$ cat src/rtl/mem_ctrl_pkg.sv
// rtl/mem_ctrl_pkg.sv - shared size/state codes, request record and byte helpers for mem_ctrl
package mem_ctrl_pkg;

  localparam logic [1:0] SIZE_BYTE = 2'b00;
  localparam logic [1:0] SIZE_HALF = 2'b01;
  localparam logic [1:0] SIZE_WORD = 2'b10;

  localparam logic [1:0] MC_IDLE  = 2'd0;
  localparam logic [1:0] MC_READ  = 2'd1;
  localparam logic [1:0] MC_WRITE = 2'd2;

  localparam int RAM_ADDR_WIDTH_DEF = 17;

  typedef struct packed {
    logic [31:0] addr;
    logic [31:0] data;
    logic [1:0]  size;
    logic        iswrite;
  } mem_req_t;

  // Size code 11 is treated as a word access.
  function automatic logic [2:0] size_bytes(input logic [1:0] size);
    case (size)
      SIZE_BYTE: return 3'd1;
      SIZE_HALF: return 3'd2;
      default:   return 3'd4;
    endcase
  endfunction

  function automatic logic [7:0] get_byte(input logic [31:0] w, input logic [1:0] idx);
    case (idx)
      2'd0:    return w[7:0];
      2'd1:    return w[15:8];
      2'd2:    return w[23:16];
      default: return w[31:24];
    endcase
  endfunction

  function automatic logic [31:0] put_byte(input logic [31:0] w, input logic [1:0] idx,
                                           input logic [7:0] b);
    logic [31:0] r;
    r = w;
    case (idx)
      2'd0:    r[7:0]   = b;
      2'd1:    r[15:8]  = b;
      2'd2:    r[23:16] = b;
      default: r[31:24] = b;
    endcase
    return r;
  endfunction

endpackage

$ cat src/rtl/mem_req_latch.sv
// rtl/mem_req_latch.sv - one-deep pending request holder for a single mem_ctrl port
module mem_req_latch
  import mem_ctrl_pkg::*;
(
  input  logic     clk,
  input  logic     rst,
  input  logic     ena,
  input  logic     flush,
  input  logic     busy,
  input  logic     take,
  input  mem_req_t req_in,
  output logic     valid,
  output mem_req_t req
);

  logic     pend;
  logic     accept;
  mem_req_t held;

  // A pulse arriving while pending or in service is dropped, unless it
  // coincides with a flush, which replaces whatever was outstanding.
  always_comb begin
    accept = ena && (flush || (!pend && !busy));
    valid  = accept || (pend && !flush);
    req    = accept ? req_in : held;
  end

  always_ff @(posedge clk or posedge rst) begin
    if (rst) begin
      pend <= 1'b0;
      held <= '0;
    end else begin
      pend <= valid && !take;
      if (accept) held <= req_in;
    end
  end

endmodule

$ cat src/rtl/mem_ctrl.sv
// rtl/mem_ctrl.sv - arbitrates LSQ and fetch requests onto a byte-wide RAM, one byte per cycle
module mem_ctrl
  import mem_ctrl_pkg::*;
#(
  parameter int DATA_WIDTH     = 32,
  parameter int RAM_ADDR_WIDTH = RAM_ADDR_WIDTH_DEF
) (
  input  logic                      clk,
  input  logic                      rst,
  input  logic                      in_ls_ena,
  input  logic [DATA_WIDTH-1:0]     in_ls_addr,
  input  logic [DATA_WIDTH-1:0]     in_ls_data,
  input  logic                      in_ls_iswrite,
  input  logic [1:0]                in_ls_size,
  output logic                      out_ls_ready,
  output logic [DATA_WIDTH-1:0]     out_ls_data,
  input  logic                      in_if_ena,
  input  logic [DATA_WIDTH-1:0]     in_if_addr,
  input  logic                      in_if_flush,
  output logic                      out_if_ready,
  output logic [DATA_WIDTH-1:0]     out_if_data,
  input  logic [7:0]                ram_din,
  output logic [7:0]                ram_dout,
  output logic [RAM_ADDR_WIDTH-1:0] ram_a,
  output logic                      ram_wr
);

  logic [1:0]                state;
  logic [2:0]                k;
  logic [2:0]                a_n;
  logic                      a_if;
  logic [RAM_ADDR_WIDTH-1:0] a_addr;
  logic [31:0]               a_data;
  logic [31:0]               acc;

  mem_req_t ls_in, if_in, ls_req, if_req, sel;
  logic     ls_valid, if_valid;
  logic     busy, abort, finishing, start_ls, start_if;
  logic [2:0] km1;
  logic     unused_bits;

  assign ls_in = '{addr: in_ls_addr, data: in_ls_data, size: in_ls_size, iswrite: in_ls_iswrite};
  assign if_in = '{addr: in_if_addr, data: 32'd0, size: SIZE_WORD, iswrite: 1'b0};

  mem_req_latch u_ls_latch (
    .clk    (clk),
    .rst    (rst),
    .ena    (in_ls_ena),
    .flush  (1'b0),
    .busy   (busy && !a_if),
    .take   (start_ls),
    .req_in (ls_in),
    .valid  (ls_valid),
    .req    (ls_req)
  );

  mem_req_latch u_if_latch (
    .clk    (clk),
    .rst    (rst),
    .ena    (in_if_ena),
    .flush  (in_if_flush),
    .busy   (busy && a_if),
    .take   (start_if),
    .req_in (if_in),
    .valid  (if_valid),
    .req    (if_req)
  );

  // A read spends n address cycles plus one capture cycle; the next access
  // may start on the edge that ends the last one, so there is no idle bubble.
  always_comb begin
    busy      = (state != MC_IDLE);
    abort     = (state == MC_READ) && a_if && in_if_flush;
    finishing = ((state == MC_READ) && (k == a_n) && !abort) ||
                ((state == MC_WRITE) && (k == a_n - 3'd1));
    start_ls  = ((state == MC_IDLE) || finishing) && ls_valid;
    start_if  = ((state == MC_IDLE) || finishing) && !ls_valid && if_valid;
    sel       = start_ls ? ls_req : if_req;
    km1       = k - 3'd1;
    ram_a     = '0;
    ram_wr    = 1'b0;
    ram_dout  = 8'd0;
    if (busy && (k < a_n)) begin
      ram_a = a_addr + RAM_ADDR_WIDTH'(k);
      if (state == MC_WRITE) begin
        ram_wr   = 1'b1;
        ram_dout = get_byte(a_data, k[1:0]);
      end
    end
  end

  assign unused_bits = ^{sel.addr[31:RAM_ADDR_WIDTH]};

  always_ff @(posedge clk or posedge rst) begin
    if (rst) begin
      state        <= MC_IDLE;
      k            <= 3'd0;
      a_n          <= 3'd0;
      a_if         <= 1'b0;
      a_addr       <= '0;
      a_data       <= 32'd0;
      acc          <= 32'd0;
      out_ls_ready <= 1'b0;
      out_ls_data  <= '0;
      out_if_ready <= 1'b0;
      out_if_data  <= '0;
    end else begin
      out_ls_ready <= 1'b0;
      out_ls_data  <= '0;
      out_if_ready <= 1'b0;
      out_if_data  <= '0;
      k <= busy ? k + 3'd1 : 3'd0;
      if ((state == MC_READ) && (k != 3'd0)) acc <= put_byte(acc, km1[1:0], ram_din);
      if (finishing) begin
        state <= MC_IDLE;
        k     <= 3'd0;
        if (state == MC_WRITE) begin
          out_ls_ready <= 1'b1;
        end else if (a_if) begin
          out_if_ready <= 1'b1;
          out_if_data  <= put_byte(acc, km1[1:0], ram_din);
        end else begin
          out_ls_ready <= 1'b1;
          out_ls_data  <= put_byte(acc, km1[1:0], ram_din);
        end
      end
      if (abort) begin
        state <= MC_IDLE;
        k     <= 3'd0;
      end
      if (start_ls || start_if) begin
        state  <= sel.iswrite ? MC_WRITE : MC_READ;
        k      <= 3'd0;
        a_if   <= start_if;
        a_addr <= sel.addr[RAM_ADDR_WIDTH-1:0];
        a_data <= sel.data;
        a_n    <= size_bytes(sel.size);
        acc    <= 32'd0;
      end
    end
  end

endmodule

$ cat config.mk
export PLATFORM = sky130hd
export DESIGN_NAME = mem_ctrl
export DESIGN_NICKNAME = d
export VERILOG_FILES = /design/src/rtl/mem_ctrl_pkg.sv /design/src/rtl/mem_req_latch.sv /design/src/rtl/mem_ctrl.sv
export SDC_FILE = /design/constraint.sdc
export NUM_CORES = 1
export LEC_CHECK = 0
export ABC_AREA = 1
export CAP_MARGIN = 30
export CORE_MARGIN = 2
export CORE_UTILIZATION = 50
export DETAILED_ROUTE_END_ITERATION = 6
export PLACE_DENSITY_LB_ADDON = 0.1
export SKIP_LAST_GASP = 1
export SLEW_MARGIN = 20
export SYNTH_ARGS = -nofsm -noshare
export SYNTH_HDL_FRONTEND = slang
export SYNTH_SLANG_ARGS = --single-unit
$ cat constraint.sdc
create_clock -name clk -period 10.4 [get_ports clk]
set_input_delay 2.08 -clock clk [delete_from_list [all_inputs] [get_ports clk]]
set_output_delay 2.08 -clock clk [all_outputs]
set_load 0.01 [all_outputs]
[Word-level counts from Yosys, hierarchy flattened]
Index checks and enable logic that the tools add are counted.
Storage, ports and cells
  memory bits (writable): 0
  bits of input ports: 112
  output and inout port bits: 92
  bits in latches: 0
  bits in read-only memories: 0
  flip-flop bits (word level): 292
  word-level logic and storage cells: 115
  memories: 0
Cells by class
  bitwise operators: 0
  reduce and logical (&&, ||, !) cells: 44
  order comparisons: 1
  equality and inequality tests: 9
  multiplexer cells: 36
  divide/modulo/power cells: 0
  $add $sub $neg: 4
  multiply operators: 0
  shift-type cells: 0
Operators by type and width (count)
  two-way mux 32 bit: 8
  two-way mux 67 bit: 2
  two-way mux 52 bit: 1
  two-way mux 8 bit: 6
  one-hot mux 8 bit (3 select lines): 1
  logical AND 1 bit: 19
  adder 17 x 3 -> 17 bit: 1
  two-way mux 17 bit: 1
  two-way mux 3 bit: 4
  logical NOT 1 bit: 10
  == test 2 x 1 -> 1 bit (second input constant): 4
  logical NOT 2 bit: 4
  two-way mux 1 bit: 8
  two-way mux 2 bit: 4
  == test 2 bit (second input constant): 3
  == test 3 bit: 2
  logical OR 1 bit: 6
  one-hot mux 3 bit (2 select lines): 1
  nonzero test 3 bit: 2
  nonzero test 2 bit: 2
  adder 3 x 1 -> 3 bit (second input constant): 1
  < comparator 3 bit: 1
  OR reduction 3 bit: 1
  subtractor 3 x 1 -> 3 bit (second input constant): 1
  subtractor 2 x 1 -> 2 bit (second input constant): 1

[Depth between registers and ports, before layout]
Gate-level depths: netlist of the first run.
  word-level depth: 11
  gate-level depth with buffers: 14
  depth with buffers taken out: 14

[By module]
A second synthesis of the first run with hierarchy kept.
Second synthesis, totals
  cell total of the unflattened synthesis: 1549
  area total of the unflattened synthesis: 13071.3 um^2
By module, submodules not included
  mem_ctrl: times used 1, cells each 949, area each 7621.1 um^2
  mem_req_latch: times used 2, cells each 300, area each 2725.1 um^2

[Worst setup path before layout of the first run]
Ideal clock, no wire load.
  path kind: flip-flop to output port
  start: register k[0]
  end: output ram_a[14]
  data arrival time: 1.970 ns
  cell stages (with the launch flop): 10
  required time: 8.320 ns
  path slack: 6.350 ns
  path through: dfrtp_1 ha_1 fa_1 nand2_1 a21boi_0 nand2_1 nor3_1 nand3_1 nor2_1 o21a_1
On the way
  longest elaborated chain between the ends: 3
  elaborated cells between the ends (all ways): 4
Ends and longest elaborated chain
  start, declared: line mem_ctrl.sv:29  | logic [2:0] k;
  start signal, assigned: line mem_ctrl.sv:112  | k <= busy ? k + 3'd1 : 3'd0;
  branches (longest 2 deep; another with adder 17 x 3 -> 17 bit)
  two-way mux 17 bit *: line mem_ctrl.sv:83  | if (busy && (k < a_n)) begin
  end, declared: line mem_ctrl.sv:24  | output logic [RAM_ADDR_WIDTH-1:0] ram_a,
Every way passes the cells marked *.

[Final worst setup path of the first run]
  start: register k[1]
  end: output ram_dout[3]
On the way
  longest elaborated chain between the ends: 4
  elaborated cells between the ends (all ways): 8
Ends and longest elaborated chain
  == test 2 bit, or another cell as far along: line mem_ctrl_pkg.sv:31  | case (idx)
  one-hot mux 8 bit (3 select lines): line mem_ctrl_pkg.sv:31
  two-way mux 8 bit: line mem_ctrl.sv:85  | if (state == MC_WRITE) begin
  two-way mux 8 bit *: line mem_ctrl.sv:83
  end, declared: line mem_ctrl.sv:23  | output logic [7:0] ram_dout,
Every way passes the cells marked *; elsewhere a longest branch is shown, timed or not.

==> results_dict.tcl, run 1 <==
set metrics [dict create \
    synth-xor-area-share_pct 0.2249 \
    syn_nets 1561 \
    clockBufferDepth 3 \
    drive_gt1_share_pct 5.923 \
    firstDrtPassIters 7 \
    p_total_mw 3.998 \
    cts_hold_buffers 0 \
    fill_cells 1950 \
    tightestPinTransition_ps 916.7 \
    final_cell_mix "nand2_1 (369), inv_1 (267), dfrtp_1 (262)" \
    worstSetupPathType "flip-flop to output pin" \
    postSynthRegisterBits 262 \
    pre_cts_ws_ps 4992 \
    cts_tree "done" \
    power.density_mw_per_mm2 272.1 \
    antenna_found_initial 0 \
    critPathMaxStageDelay_ps 610 \
    crit_buf_inv 1 \
    cts_buffers 28 \
    io_buffers 173 \
    wire_per_inst_um 13.52 \
    cts-root-buf "clkbuf_16" \
    syn_area_per_cell_um2 8.146 \
    insertion_delay_ps 530 \
    diodes 0 \
    r2r_setup_slack_ps 6910 \
    r2r_start "state[1]" \
    hold-path-endpoint "u_if_latch.held[2]" \
    period_share_pct 55.23 \
    areaGrowthSynthToFinish_pct 25.78 \
    reg2reg_to "state[1]" \
    cp_cell_sequence "ha_1 -> nand2_1 -> nor2_1 -> a211oi_1 -> nand2_1 -> nor2_1 -> o21ai_0 -> a31oi_1 -> clkdlybuf4s50_1" \
    finalMaxSlewViolations 0 \
    drc 0 \
    clk_pin_slew_worst_paths_ps 60 \
    holdCritStartpoint "u_if_latch.held[2]" \
    worst_setup_path_start_kind "flip-flop" \
    hold_path.class "flip-flop to flip-flop" \
    relSlewSlack_pct 38.89 \
    setup_viol 0 \
    fin_skew_ps 9.360 \
    clock_sink_count 262 \
    synthMuxAreaShare_pct 0.4284 \
    critPathTopFamily "simple AND/OR/NAND/NOR gates" \
    synthAdderAreaFrac_pct 1.671 \
    status "finished, final reports clean" \
    vias 9161 \
    layout.nets 1709 \
    dieHeight_um 156.8 \
    dp_hpwl_um 17140 \
    htree_levels 1 \
    place_congestion 0.8377 \
    drtAntennaViolNets 0 \
    p_leak_nw 7.353 \
    start_util_pct 51.28 \
    cp_max_fo 13 \
    die_x_um 156.8 \
    viasPerCell 4.779 \
    synth.area.top_cells "dfrtp_1 (56%), nand2_1 (12%), inv_1 (8.6%)" \
    syn_area_mm2 0.01168 \
    hold_violations 0 \
    final.setup.tns_ps 0 \
    postSynthCellCount 1434 \
    num_io_pins 204 \
    setup_ws_ps 4656 \
    gr-total-overflow 0 \
    grt_pass1_wl_um 42500 \
    grt_use_total_pct 21.56 \
    row_count 55 \
    arrival_ps 3660 \
    max_freq_mhz 174.1 \
    worstSetupEndpointType "output pin" \
    synth_compound_area_share_pct 10.36 \
    ir_drop_v 0.0002243 \
    core_area_mm2 0.02278 \
    synth-simple-area-share_pct 19.39 \
    post_cts_buffers 0 \
    fin_hold_ws_ps 448.0 \
    synthDominantCellAreaShare_pct 56.13 \
    grt_pass1_vias 8604 \
    synth_top_family_by_area "simple AND/OR/NAND/NOR gates" \
    wirelength_um 25920 \
    cts_resized 0 \
    final_common_cell "nand2_1" \
    worst-r2r-cell-count 13 \
    fp.dieArea_mm2 0.02460 \
    drt-initial-drc-count 614 \
    synth_top_cell_by_area "dfrtp_1" \
    cp.required_ps 8320 \
    synth.distinct_cells 33 \
    slowest_stage "clkdlybuf4s50_1" \
    maxCapViolCount 0 \
    yosysWarnings 0 \
    grt_max_degree 112 \
    period_needed_ps 5744 \
    ys_seq_area_share_pct 56.13 \
    rsz0062_at_grt "false" \
    hold_path_depth 2 \
]
-- worst register-to-register path: stages, from the launching register on --
cell and delay [ps]:
dfrtp_1 400, inv_2 60, nand2_2 130, nand2_1 80
nand3_2 60, buf_4 680, nand2_1 410, nand2_2 150
buf_4 570, inv_2 480, nand2_1 190, nand2_1 70
nand2_1 50, nand2_1 50
-- layer usage --
metal / track usage, % / wire (um) / vias to the layer above / part of all wire (%)
li1: - / - / 4636 / -
met1: 29.73 / 11870 / 4281 / 46
met2: 35.90 / 12410 / 199 / 48
met3: 2.935 / 1041 / 45 / 4.0
met4: 5.985 / 597 / 0 / 2.3
met5: 0 / 0 / - / 0
-- metrics by stage --
step	std cells	instance area [um2]	util [%]
global placement	1862	13600	59.71
finish	1917	14690	64.50
global route	1917	14690	64.50
CTS	1916	14670	64.42
detailed placement	1864	13640	59.90
floorplan	1434	11680	-
-- Yosys cell counts (all sizes together) --
cell,instances
or2,2
fa,1
nor4,1
and3,2
mux2i,5
nor3,10
ha,14
a21boi,4
nand2,372
a21oi,17
nor2,122
xor2,1
inv,288
buf,32
a31oi,8
o21a,2
a211oi,3
nand3,58
clkbuf,35
o21ai,175
dfrtp,262
and2,1
o211ai,17
xnor2,2
-- cell families after synthesis --
| group | after synthesis |
|---|---|
| AOI/OAI and AO/OA | 226 |
| xor gates and xnor gates | 3 |
| adders and majority gates | 15 |
| buffers and inverters | 355 |
| DFF | 262 |
| muxes | 5 |
| and+or+nand+nor | 568 |
-- sequential cells by signal, indices dropped and copies added (netlist names) --
name,count
u_if_latch.held,52
u_ls_latch.held,52
a_data,32
acc,32
out_if_data,32
out_ls_data,32
a_addr,17
a_n,3
k,3
state,2
a_if,1
out_if_ready,1
out_ls_ready,1
u_if_latch.pend,1
u_ls_latch.pend,1
-- how the worst max path moves through the flow --
stage	to	cells past startpoint	slack, ps	startpoint
3_5_place_dp	state[1]	11	4990	in_ls_ena
6_report	ram_dout[3]	9	4660	k[1]
5_1_grt	ram_dout[2]	9	4380	k[1]
4_1_cts	ram_dout[0]	9	4660	k[1]
3_3_place_gp	state[1]	11	5000	in_ls_ena
2_1_floorplan	a_addr[0]	1	1110	rst
-- area by class of cell --
| type | count | area (um2) | share of cell area (%) |
|---|---|---|---|
| clock buffer | 41 | 870.8 | 5.927 |
| clock inverter | 11 | 158.9 | 1.081 |
| inverter | 288 | 1089 | 7.409 |
| multi-input combinational | 817 | 3765 | 25.62 |
| sequential | 262 | 6556 | 44.62 |
| tap | 313 | 391.6 | 2.665 |
| timing repair buffer | 185 | 1862 | 12.67 |
-- power breakdown --
group	leakage [nW]	total, mW	internal [mW]	switching [mW]
Combinational	3.44	1.52	0.510	1.01
Sequential	3.40	1.41	1.28	0.125
Clock	0.516	1.07	0.677	0.393
Total	7.35	4.00	2.47	1.53
No activity file was read; power rests on OpenSTA's default activity.
==> run 2, diff against run 1 <==
==> constraint.sdc (replaced) <==
create_clock -name clk -period 5.3 [get_ports clk]
set_input_delay 1.06 -clock clk [delete_from_list [all_inputs] [get_ports clk]]
set_output_delay 1.06 -clock clk [all_outputs]
set_load 0.01 [all_outputs]
==> run 2 against run 1 <==
Against the previous run: non-clock buffer count is 2 higher; flip-flop and latch count stayed put; die area stayed put; global-route usage is 0.31 points higher; first-iteration DRC count is 12% lower; power is 91% higher; via count is 1.5% lower; hold slack better by 3.7 ps; setup slack worse by 4000 ps; utilization is 0.59 points lower.
==> results_dict.tcl, run 2 (synthesized netlist as in run 1, its figures left out) <==
set metrics [dict create \
    row_count 55 \
    period_share_pct 88.45 \
    cts_buffers 28 \
    cts-root-buf "clkbuf_16" \
    drive_gt1_share_pct 5.688 \
    layout.nets 1711 \
    maxCapViolCount 0 \
    crit_buf_inv 1 \
    fp.dieArea_mm2 0.02460 \
    cp_max_fo 13 \
    cp_cell_sequence "ha_1 -> nand2_1 -> nor2_1 -> a211oi_1 -> nand2_1 -> nor2_1 -> o21ai_0 -> a31oi_1 -> clkdlybuf4s50_1" \
    largestRegisters "u_if_latch.held (52), u_ls_latch.held (52)" \
    antenna_found_initial 0 \
    clockBufferDepth 3 \
    rsz0062_at_grt "false" \
    io_buffers 173 \
    dp_hpwl_um 17270 \
    p_sw_share_pct 39.24 \
    startpoint "k[1]" \
    status "finished, final reports clean" \
    finalMaxSlewViolations 0 \
    arrival_ps 3630 \
    viasPerCell 4.718 \
    clockPowerShare_pct 24.4 \
    max_freq_mhz 213.3 \
    diodes 0 \
    drt-initial-drc-count 540 \
    drtAntennaViolNets 0 \
    dieHeight_um 156.8 \
    hold_path.class "flip-flop to flip-flop" \
    grt_pass1_vias 8782 \
    fin_skew_ps 12.20 \
    switching_power_mw 2.998 \
    slowest_stage "nor2_1" \
    period_needed_ps 4688 \
    cp.required_ps 4240 \
    seq_power_share_pct 36.1 \
    power_frac_comb_pct 39.5 \
    place_congestion 0.8536 \
    grt_use_total_pct 21.87 \
    worst_setup_path_start_kind "flip-flop" \
    critPathMaxStageDelay_ps 590 \
    cts_resized 0 \
    grt_max_degree 134 \
    intPower_mw 4.643 \
    holdCritStartpoint "u_if_latch.held[2]" \
    firstDrtPassIters 5 \
    setup_viol 0 \
    p_leak_nw 7.288 \
    wire_per_inst_um 13.63 \
    die_x_um 156.8 \
    relSlewSlack_pct 40.14 \
    r2r_start "k[0]" \
    final_common_cell "nand2_1" \
    cts_hold_buffers 0 \
    core_area_mm2 0.02278 \
    grt_pass1_wl_um 43060 \
    areaGrowthSynthToFinish_pct 24.64 \
    power.density_mw_per_mm2 524.9 \
    worstSetupPathType "flip-flop to output pin" \
    final.setup.tns_ps 0 \
    tightestPinTransition_ps 897.9 \
    num_io_pins 204 \
    vias 9026 \
    wirelength_um 26080 \
    final_cell_mix "nand2_1 (369), inv_1 (267), dfrtp_1 (262)" \
    clk_pin_slew_worst_paths_ps 70 \
    clock_sink_count 262 \
    ir_drop_v 0.0003669 \
    htree_levels 1 \
    worstSetupEndpointType "output pin" \
    post_cts_buffers 0 \
    insertion_delay_ps 530 \
    hold_violations 0 \
    critPathTopFamily "simple AND/OR/NAND/NOR gates" \
    start_util_pct 51.28 \
    cts_tree "done" \
    drc 0 \
    gr-total-overflow 0 \
    fin_hold_ws_ps 451.7 \
]
run 2: cell count changes in the layout (fill, tap and decap cells not counted), sizes merged:
cell	change
buf	+2
bufinv	-4
clkbuf	-1
clkinvlp	+1
inv	-2
run 2: power by group through the flow:
stage,logic [mW],registers (mW),clock network [mW]
global placement,2.93,2.78,0
floorplan,2.13,2.74,0
global route,3.47,2.82,1.98
CTS,3.03,2.76,1.90
detailed placement,2.99,2.79,0
finish,3.01,2.76,1.87
run 2: worst register-to-register path: stages (launching register included):
cell and delay (ps):
dfrtp_1 500, inv_1 180, ha_1 340, and3_1 170, nand3_1 100, nand3_2 200
o21ai_4 120, buf_4 540, buf_4 450, nand2_1 130, nand2_1 100
run 2: worst paths after layout:
check / slack [ps] / end / depth (start not counted)
worst min register to register: 450 / u_if_latch.held[2] / 2
worst max-delay path: 610 / ram_dout[1] / 9
min in group asynchronous: 1070 / acc[10] / 3
max in group asynchronous: 3620 / acc[19] / 3
worst max register to register: 2420 / a_addr[12] / 10
worst min-delay path: 450 / u_if_latch.held[2] / 2
run 2: per-stage QoR:
stage               utilization [%]  area [um2]  power [mW]  instances  setup slack (ps)
detailed placement            59.93       13650       5.781       1866              1161
floorplan                         -       11690       4.874       1434             784.5
CTS                           63.83       14540       7.686       1912             570.1
global route                  63.92       14560       8.271       1913             275.9
finish                        63.92       14560       7.641       1913             612.3
global placement              59.93       13650       5.708       1866              1210
run 2: routing by layer:
metal	GRT usage, %	wire length, um	vias to the layer above
met5	0	0	-
li1	-	-	4632
met4	5.330	343	0
met1	29.65	12130	4188
met2	37.39	12680	180
met3	2.935	915	26
run 2: final cells by class:
cell class                      count  area (um2)
Fill cell                        1962        8219
Sequential cell                   262        6556
Multi-Input combinational cell    817        3765
Timing Repair Buffer              187        1874
Inverter                          288        1085
Clock buffer                       40       857.1
Tap cell                          313       391.6
Clock inverter                      6       30.03
